==> config.mk <==
export PLATFORM = sky130hd
export DESIGN_NAME = keypad_scanner
export DESIGN_NICKNAME = d
export VERILOG_FILES = /design/src/rtl/keypad_scanner.sv
export SDC_FILE = /design/constraint.sdc
export NUM_CORES = 1
export LEC_CHECK = 0
export ABC_AREA = 1
export BUFFER_PORTS_ARGS = -buffer_cell sky130_fd_sc_hd__clkbuf_2
export CAP_MARGIN = 20
export CORE_MARGIN = 3
export CORE_UTILIZATION = 35
export DETAILED_ROUTE_END_ITERATION = 6
export HOLD_SLACK_MARGIN = 0.03
export PLACE_DENSITY = 0.57
export SYNTH_ARGS = -nofsm -noshare
export SYNTH_HDL_FRONTEND = slang
export SYNTH_SLANG_ARGS = --single-unit
export TNS_END_PERCENT = 30
==> constraint.sdc <==
create_clock -name gclock -period 5.8 [get_ports gclock]
set_clock_uncertainty 0.2 [all_clocks]
set_input_delay 0.29 -clock gclock [delete_from_list [all_inputs] [get_ports gclock]]
set_output_delay 0.29 -clock gclock [all_outputs]
set_load 0.005 [all_outputs]
==> src/rtl/keypad_scanner.sv <==
// 4x4 hex keypad scanner: rotates an active-low column strobe, debounces whole
// scan frames and keeps a four-key history that can feed a 4-digit display.
module keypad_scanner #(
  parameter int unsigned SCAN_DIV       = 6250,
  parameter int unsigned DEBOUNCE_SCANS = 4
) (
  input  logic        gclock,
  input  logic        greset,
  input  logic [3:0]  RowIn,
  output logic [3:0]  ColOut,
  output logic [3:0]  keyCode,
  output logic        keyValid,
  output logic        keyHeld,
  output logic [15:0] dataOut
);

  localparam int CW = (SCAN_DIV < 1) ? 1 : $clog2(SCAN_DIV + 1);
  localparam logic [CW-1:0] SCAN_TC = CW'(SCAN_DIV);
  localparam logic [3:0] DB_TARGET = (DEBOUNCE_SCANS < 1)  ? 4'd1  :
                                     (DEBOUNCE_SCANS > 15) ? 4'd15 : 4'(DEBOUNCE_SCANS);

  typedef enum logic [1:0] {
    IDLE,
    DEBOUNCE,
    PRESSED,
    RELEASE
  } state_e;

  logic [CW-1:0] divCnt_q, divCnt_d;
  logic [1:0]    colIdx_q, colIdx_d;
  logic [3:0]    rowMeta_q, rowSync_q;
  logic          accFound_q, accFound_d;
  logic [3:0]    accCode_q, accCode_d;
  state_e        state_q, state_d;
  logic [3:0]    cand_q, cand_d;
  logic [3:0]    dbCnt_q, dbCnt_d;
  logic [3:0]    keyCode_q, keyCode_d;
  logic          keyValid_q, keyValid_d;
  logic          keyHeld_q, keyHeld_d;
  logic [15:0]   data_q, data_d;

  logic          tick;
  logic          frameEnd;
  logic          colHit;
  logic [1:0]    rowIdx;
  logic [3:0]    colCode;
  logic          frameFound;
  logic [3:0]    frameCode;
  logic [3:0]    dbCntInc;
  logic          accept;
  logic          releaseDone;

  assign tick     = (divCnt_q == SCAN_TC);
  assign frameEnd = tick && (colIdx_q == 2'd3);
  assign ColOut   = ~(4'b0001 << colIdx_q);

  always_comb begin
    divCnt_d = tick ? '0 : divCnt_q + CW'(1);
    colIdx_d = tick ? colIdx_q + 2'd1 : colIdx_q;
  end

  // Lowest row wins within the column currently being sampled.
  always_comb begin
    colHit = (rowSync_q != 4'hF);
    rowIdx = 2'd0;
    for (int r = 3; r >= 0; r--) begin
      if (!rowSync_q[r]) rowIdx = 2'(r);
    end
    colCode = {rowIdx, colIdx_q};
  end

  // The earliest column with a closed key owns the frame; later hits are ignored.
  assign frameFound = accFound_q | colHit;
  assign frameCode  = accFound_q ? accCode_q : colCode;

  always_comb begin
    accFound_d = accFound_q;
    accCode_d  = accCode_q;
    if (frameEnd) begin
      accFound_d = 1'b0;
      accCode_d  = 4'd0;
    end else if (tick && !accFound_q && colHit) begin
      accFound_d = 1'b1;
      accCode_d  = colCode;
    end
  end

  assign dbCntInc = (dbCnt_q >= DB_TARGET) ? DB_TARGET : dbCnt_q + 4'd1;

  always_comb begin
    state_d     = state_q;
    cand_d      = cand_q;
    dbCnt_d     = dbCnt_q;
    accept      = 1'b0;
    releaseDone = 1'b0;
    if (frameEnd) begin
      case (state_q)
        IDLE: begin
          if (frameFound) begin
            cand_d = frameCode;
            if (DB_TARGET == 4'd1) begin
              state_d = PRESSED;
              dbCnt_d = 4'd0;
              accept  = 1'b1;
            end else begin
              state_d = DEBOUNCE;
              dbCnt_d = 4'd1;
            end
          end
        end
        DEBOUNCE: begin
          if (!frameFound) begin
            state_d = IDLE;
            dbCnt_d = 4'd0;
          end else if (frameCode == cand_q) begin
            dbCnt_d = dbCntInc;
            if (dbCntInc >= DB_TARGET) begin
              state_d = PRESSED;
              dbCnt_d = 4'd0;
              accept  = 1'b1;
            end
          end else begin
            cand_d  = frameCode;
            dbCnt_d = 4'd1;
          end
        end
        PRESSED: begin
          if (!frameFound) begin
            if (DB_TARGET == 4'd1) begin
              state_d     = IDLE;
              dbCnt_d     = 4'd0;
              releaseDone = 1'b1;
            end else begin
              state_d = RELEASE;
              dbCnt_d = 4'd1;
            end
          end
        end
        RELEASE: begin
          if (frameFound) begin
            state_d = PRESSED;
            dbCnt_d = 4'd0;
          end else begin
            dbCnt_d = dbCntInc;
            if (dbCntInc >= DB_TARGET) begin
              state_d     = IDLE;
              dbCnt_d     = 4'd0;
              releaseDone = 1'b1;
            end
          end
        end
        default: begin
          state_d = IDLE;
          dbCnt_d = 4'd0;
        end
      endcase
    end
  end

  always_comb begin
    keyCode_d  = keyCode_q;
    keyValid_d = accept;
    keyHeld_d  = keyHeld_q;
    data_d     = data_q;
    if (accept) begin
      keyCode_d = frameCode;
      keyHeld_d = 1'b1;
      data_d    = {data_q[11:0], frameCode};
    end else if (releaseDone) begin
      keyHeld_d = 1'b0;
    end
  end

  always_ff @(posedge gclock or posedge greset) begin
    if (greset) begin
      divCnt_q   <= '0;
      colIdx_q   <= 2'd0;
      rowMeta_q  <= 4'hF;
      rowSync_q  <= 4'hF;
      accFound_q <= 1'b0;
      accCode_q  <= 4'd0;
      state_q    <= IDLE;
      cand_q     <= 4'd0;
      dbCnt_q    <= 4'd0;
      keyCode_q  <= 4'd0;
      keyValid_q <= 1'b0;
      keyHeld_q  <= 1'b0;
      data_q     <= 16'd0;
    end else begin
      divCnt_q   <= divCnt_d;
      colIdx_q   <= colIdx_d;
      rowMeta_q  <= RowIn;
      rowSync_q  <= rowMeta_q;
      accFound_q <= accFound_d;
      accCode_q  <= accCode_d;
      state_q    <= state_d;
      cand_q     <= cand_d;
      dbCnt_q    <= dbCnt_d;
      keyCode_q  <= keyCode_d;
      keyValid_q <= keyValid_d;
      keyHeld_q  <= keyHeld_d;
      data_q     <= data_d;
    end
  end

  assign keyCode  = keyCode_q;
  assign keyValid = keyValid_q;
  assign keyHeld  = keyHeld_q;
  assign dataOut  = data_q;

endmodule
# Word-level counts from Yosys, hierarchy flattened
# Cells that the tools add are included.
totals:
  out_inout_bits: 26
  ff_bits: 60
  inputBits: 6
  memories: 0
  latch_bits: 0
  rom_bits: 0
  ram_bits: 0
classes:
  addsub: 3
  shift: 1
  magnitude_cmp: 2
  muxes: 40
  div: 0
  multipliers: 0
  n_eq_ne: 14
  n_reduce_logical: 11
  n_bitwise: 2
ops:
  columns: ["cell", "n"]
  rows:
  - ["$mux 4", 13]
  - ["$mux 2", 11]
  - ["$pmux 4 s4", 1]
  - ["$add 13x1->13 const B", 1]
  - ["$eq 13x13->1 const B", 1]
  - ["$mux 13", 1]
  - ["$mux 1", 12]
  - ["$ne 3x3->1 const B", 3]
  - ["$ge 4x3->1 const B", 2]
  - ["$ne 2x2->1 const B", 4]
  - ["$pmux 2 s4", 1]
  - ["$pmux 4 s2", 1]
  - ["$eq 2x2->1 const B", 3]
  - ["$reduce_and 6->1", 1]
  - ["$reduce_bool 2->1", 3]
  - ["$reduce_and 5->1", 1]
  - ["$add 4x1->4 const B", 1]
  - ["$eq 4x4->1", 1]
  - ["$ne 4x4->1 const B", 1]
  - ["$not 4->4", 1]
  - ["$shl 1x2->4 const A", 1]
  - ["$logic_and 1x1->1", 3]
  - ["$reduce_and 3->1", 1]
  - ["$add 2x1->2 const B", 1]
  - ["other kinds (4)", 4]

# Longest topological paths before layout
logic_depth:
  word_depth: 11
  ltp_mapped: 13
  depth_no_buf: 12

# Worst setup path before layout
# OpenSTA, ideal clock, no wires.
synth_timing:
  path_type: "register -> register"
  start: "reg rowSync_q[0]"
  end: "reg data_q[3], in the netlist dataOut[3]"
  required_ps: 5483
  path_buffers: 1
  path_stages_with_launch: 13
  t_arrival_ps: 1516
  setup_time_ps: 117
  path_slack_ps: 3967
  path_cell_list: "dfstp_2 > nand2_1 > inv_1 > nand3_2 > nand2_2 > nand2_1 > nand2_1 > nand2_4 > nor2_8 > nand3_4 > buf_6 > nand2_1 > nand2_1"
synth_between:
  elab_chain_cells: 7
  word_cells_on_any_way: 9
  cone_classes: "2 x eq/ne; 6 x mux; 1 x bitwise"
synth_rtl:
  columns: ["element", "line_no", "text"]
  rows:
  - ["from (decl)", "31", "logic [3:0] rowMeta_q, rowSync_q;"]
  - ["from (signal assigned)", "193", "rowSync_q <= rowMeta_q;"]
  - ["$mux 2", "67", "if (!rowSync_q[r]) rowIdx = 2'(r);"]
  - ["$mux 4", "74", "assign frameCode = accFound_q ? accCode_q : colCode;"]
  - ["$eq 4x4->1", "115", "end else if (frameCode == cand_q) begin"]
  - ["$mux 1", "115", null]
  - ["$mux 1", "112", "if (!frameFound) begin"]
  - ["$mux 1", "97", "case (state_q)"]
  - ["$mux 1", "96", "if (frameEnd) begin"]
  - ["to (signal assigned)", "202", "data_q <= data_d;"]
  - ["to (decl)", "40", "logic [15:0] data_q, data_d;"]
# Several ways; a longest one is shown, not always the timed one.
# A chain may end at the register's enable or synchronous reset.

# Final worst setup path
layout_timing:
  start: "reg divCnt_q[0]"
  end: "reg data_q[7], in the netlist dataOut[7]"
layout_between:
  elab_chain_cells: 3
layout_rtl:
  columns: ["element", "line_no", "text"]
  rows:
  - ["from (decl)", "29", "logic [CW-1:0] divCnt_q, divCnt_d;"]
  - ["from (signal assigned)", "190", "divCnt_q <= divCnt_d;"]
  - ["$eq 13x13->1", "53", "assign tick = (divCnt_q == SCAN_TC);"]
  - ["$logic_and 1x1->1", "54", "assign frameEnd = tick && (colIdx_q == 2'd3);"]
  - ["$mux 1", "96", null]
# No other way between the ends.

==> summary.md <==
The tools report the sort of element at the start of the critical path as a flip-flop. The class of the tightest hold or removal check was flip-flop to flip-flop. In the synthesized netlist, the number of instances is 333. The library cells used most frequently in the layout, excluding fill and tap cells, are sky130_fd_sc_hd__nand2_1 (99), sky130_fd_sc_hd__dfrtp_1 (48), sky130_fd_sc_hd__inv_1 (45), sky130_fd_sc_hd__clkbuf_2 (31), sky130_fd_sc_hd__nor2_1 (26). The total area inside the core boundary comes to 7490 um2. The count of endpoints failing hold in the final timing report was 0. The count of yosys warnings during synthesis is 0. In this run the power spent charging and discharging nets is 0.146 mW. The endpoint arrival time on the critical path came out at 2160 ps. The tools report the number of distinct library cells after synthesis as 28. The detailed router finished its first iteration with 90 violations. The design area is 3170 um2.

The total I/O pin count is 32. For the relative slew slack, the log shows 51.6%. Global routing used 12.3% of the available tracks. By area the synthesized netlist is led by sky130_fd_sc_hd__dfrtp_1 (43%), sky130_fd_sc_hd__nand2_1 (13%), sky130_fd_sc_hd__dfstp_2 (7.6%), sky130_fd_sc_hd__inv_1 (6.2%), sky130_fd_sc_hd__nand4_1 (4.5%). The longest clock path from root to sink contains 2 buffers. Total power after layout: 0.680 mW. During placement, the flow inserted port buffers numbering 31.

Once the floorplan was initialized, standard cells occupied 37.1% of the core. The run gives 0 as the initial antenna violation count. Fill cells in the final layout number 792. The largest net degree at the start of global routing was 57. In the finished design, the share of the clock period the worst path needs comes to 37.0%. TritonCTS built the clock tree. Clock tree synthesis inserted a total of 5 buffers. Number of max-slew violations in the final report: 0.

The critical path is of the flip-flop to flip-flop type. Clock-pin slew was measured on the worst setup and hold paths at 100 ps. From synthesis to final layout, the design area changed by 14.0%. Synthesis produced a netlist with a net count of 346. Hold timing on the final database bottoms out at a slack of 160 ps.

Combinational cells account for 3.8% of the total power. Dividing the detail-routed via count by the number of cells gives 4.61. The total die area is 9040 um2. The synthesized netlist occupies a cell area of 2780 um2. The transition at the pin with the smallest max-transition slack was 725 ps; the maximum level of the CTS H-tree was 2. Dividing the detail-routed wire length by the instance count gives 11.1 um. The via count of the first global-routing pass is 2005.

After synthesis the netlist holds a flip-flop and latch count of 56. In the routed design, unresolved DRC markers number 0. The repair_antennas step left the layout with diodes totalling 0. The logs give 0 ps for the final total negative setup slack and 2160 for the number of vias after detailed routing. The post-route netlist has 18.4% of its cells at a drive strength greater than 1. Detailed placement finished with a half-perimeter wire length of 3820 um. IR analysis of the VDD net gives a maximum drop of 0.0929 mV.

The fraction of power spent switching nets was 21.5%. The synthesized design spends more area on one cell type than any other, namely sky130_fd_sc_hd__dfrtp_1. The register area came out at 1410 um2. Setup repair after global routing left no endpoint under its margin. The largest fanout on the critical path was 18; the buffer count from post-CTS setup fixing was 0. After global routing the overflow that remains totals 0.

The leading cell type in the layout, fill and taps excluded was sky130_fd_sc_hd__nand2_1. For the post-layout net count, the log shows 382. The width of the die was 95.1 um; the maximum achievable frequency was 466 MHz. Gates resized during post-CTS repair numbered 0.

The run gives 37.9% as the power share of the clock group. Clock tree synthesis found a total of 56 sinks. The worst setup path is captured at a flip-flop.

Count of antenna-violating nets left after detailed routing: 0. The tools report the library cell used as clock root buffer as sky130_fd_sc_hd__clkbuf_8. Power per standard cell area: 215 nW/um2. Summing all multi-input logic gate instances after layout gives 1120 um2.

The first global-routing pass estimated 8880 um of wire. After detailed placement, the total cell area comes to 3010 um2. The tool flagged a number of max-cap violations equal to 0. Summed over all cells, the static leakage comes to 1.72 nW.

In this run the vertical extent of the chip is 95.1 um. The final number of setup-violating endpoints is 0. The later pin in the worst-skew pair is clocked with a latency of 310 ps. The count of flip-flops with a built-in enable after synthesis is 0. The post-route minimum period was 2150 ps. The logs give 0.534 mW for the cell-internal power and 0.760 for the routability congestion estimate from global placement. The pre-antenna-repair detailed-routing pass consisted of 4 iterations. In this run the core area contains 31 standard-cell rows. Data on the critical path is required at its endpoint by 5810 ps. The average cell area after synthesis was 8.35 um2; the proportion of synthesized flip-flops having asynchronous set or reset was 100%. Of the total power, registers draw 58.3%.

The detailed-route wire length is 5200 um, and the portion of the post-synthesis area used by sequential elements is 50.8%. Summed over its instances, the top area cell type makes up 43.2% of the synthesized netlist area. The flow ran to the end, and the final reports show no timing, DRC or antenna violations.

Among all flip-flop cells after synthesis, the most frequent one is sky130_fd_sc_hd__dfrtp_1.
-- Yosys cell counts, types with 4 or more instances --
cell type                 count
sky130_fd_sc_hd__a21oi_1      8
sky130_fd_sc_hd__buf_4        6
sky130_fd_sc_hd__dfrtp_1     48
sky130_fd_sc_hd__dfstp_2      8
sky130_fd_sc_hd__ha_1         7
sky130_fd_sc_hd__inv_1       46
sky130_fd_sc_hd__nand2_1     99
sky130_fd_sc_hd__nand2_2      5
sky130_fd_sc_hd__nand3_1     20
sky130_fd_sc_hd__nand4_1     20
sky130_fd_sc_hd__nor2_1      26
sky130_fd_sc_hd__o21ai_0     12
sky130_fd_sc_hd__xor2_1       4
-- path summary, 6_finish.rpt --
kind                         startpoint      endpoint  slack [ps]  cells after the start
hold reg to reg            rowMeta_q[3]  rowSync_q[3]         160                      0
max in group asynchronous        greset     cand_q[2]        4430                      4
setup reg to reg            divCnt_q[0]    dataOut[7]        3650                      9
min in group asynchronous        greset    dataOut[6]         500                      4
hold / removal             rowMeta_q[3]  rowSync_q[3]         160                      0
setup / recovery            divCnt_q[0]    dataOut[7]        3650                      9
-- area by class of cell --
cell class	count	area share [%]
Inverter	49	5.81
Tap cell	99	3.91
Clock buffer	6	2.29
Timing Repair Buffer	37	6.72
Multi-Input combinational cell	220	35.5
Sequential cell	56	44.6
Clock inverter	2	1.22
-- power by group through the flow --
stage                     logic (mW)  clock network (mW)  registers, mW
after floorplan               0.0182                   0          0.404
after global placement        0.0242                   0          0.404
after detailed placement      0.0244                   0          0.404
after CTS                     0.0270               0.269          0.396
after global routing          0.0301               0.282          0.397
final                         0.0259               0.258          0.396
-- through the flow --
| step | setup WS [ps] | instances | util, % |
|---|---|---|---|
| 2_1_floorplan | 3950 | 333 | - |
| 5_1_grt | 3420 | 469 | 42.3 |
| 4_1_cts | 3640 | 469 | 42.3 |
| 6_report | 3650 | 469 | 42.3 |
| 3_5_place_dp | 3660 | 456 | 40.1 |
| 3_3_place_gp | 3710 | 456 | 40.1 |
-- what timing repair did --
action,CTS,global route
endpoints found under the setup margin,0,0
endpoints found under the hold margin,52,0
hold buffers,5,0
-- worst max-delay path, cell delays in order (launching register included) --
cell,delay (ps)
sky130_fd_sc_hd__dfrtp_1,400
sky130_fd_sc_hd__inv_1,80
sky130_fd_sc_hd__ha_1,180
sky130_fd_sc_hd__nand3_2,90
sky130_fd_sc_hd__nor2_2,140
sky130_fd_sc_hd__nand4_2,140
sky130_fd_sc_hd__nor2_4,360
sky130_fd_sc_hd__nand3_4,270
sky130_fd_sc_hd__nand2_1,130
sky130_fd_sc_hd__nand2_1,60
-- layer usage --
layer  vias to the layer above  routed length, um  track usage [%]
met5                         -                  0                0
met4                         0                 55             3.61
met3                         5                193             2.84
met2                        37               2280             19.5
met1                      1000               2680             16.7
li1                       1118                  -                -
-- sequential cells by signal (all words and copies together) (netlist names), named ones only --
name,cells
dataOut,13
rowSync_q,4
rowMeta_q,4
state_q,1
keyValid,1
divCnt_q,13
keyCode,3
colIdx_q,2
keyHeld,1
accCode_q,4
accFound_q,1
dbCnt_q,4
cand_q,4
-- kinds of logic (layout without fill, tap and decap cells) --
family | count (synthesis) | in the layout | share of synthesized area, %
fa+ha+maj | 7 | 7 | 3.15
simple gates | 187 | 187 | 31.9
buf+inv | 57 | 94 | 8.78
compound gates | 22 | 22 | 4.14
flops | 56 | 56 | 50.8
xor+xnor | 4 | 4 | 1.26
No activity file was read; power rests on OpenSTA's default activity.
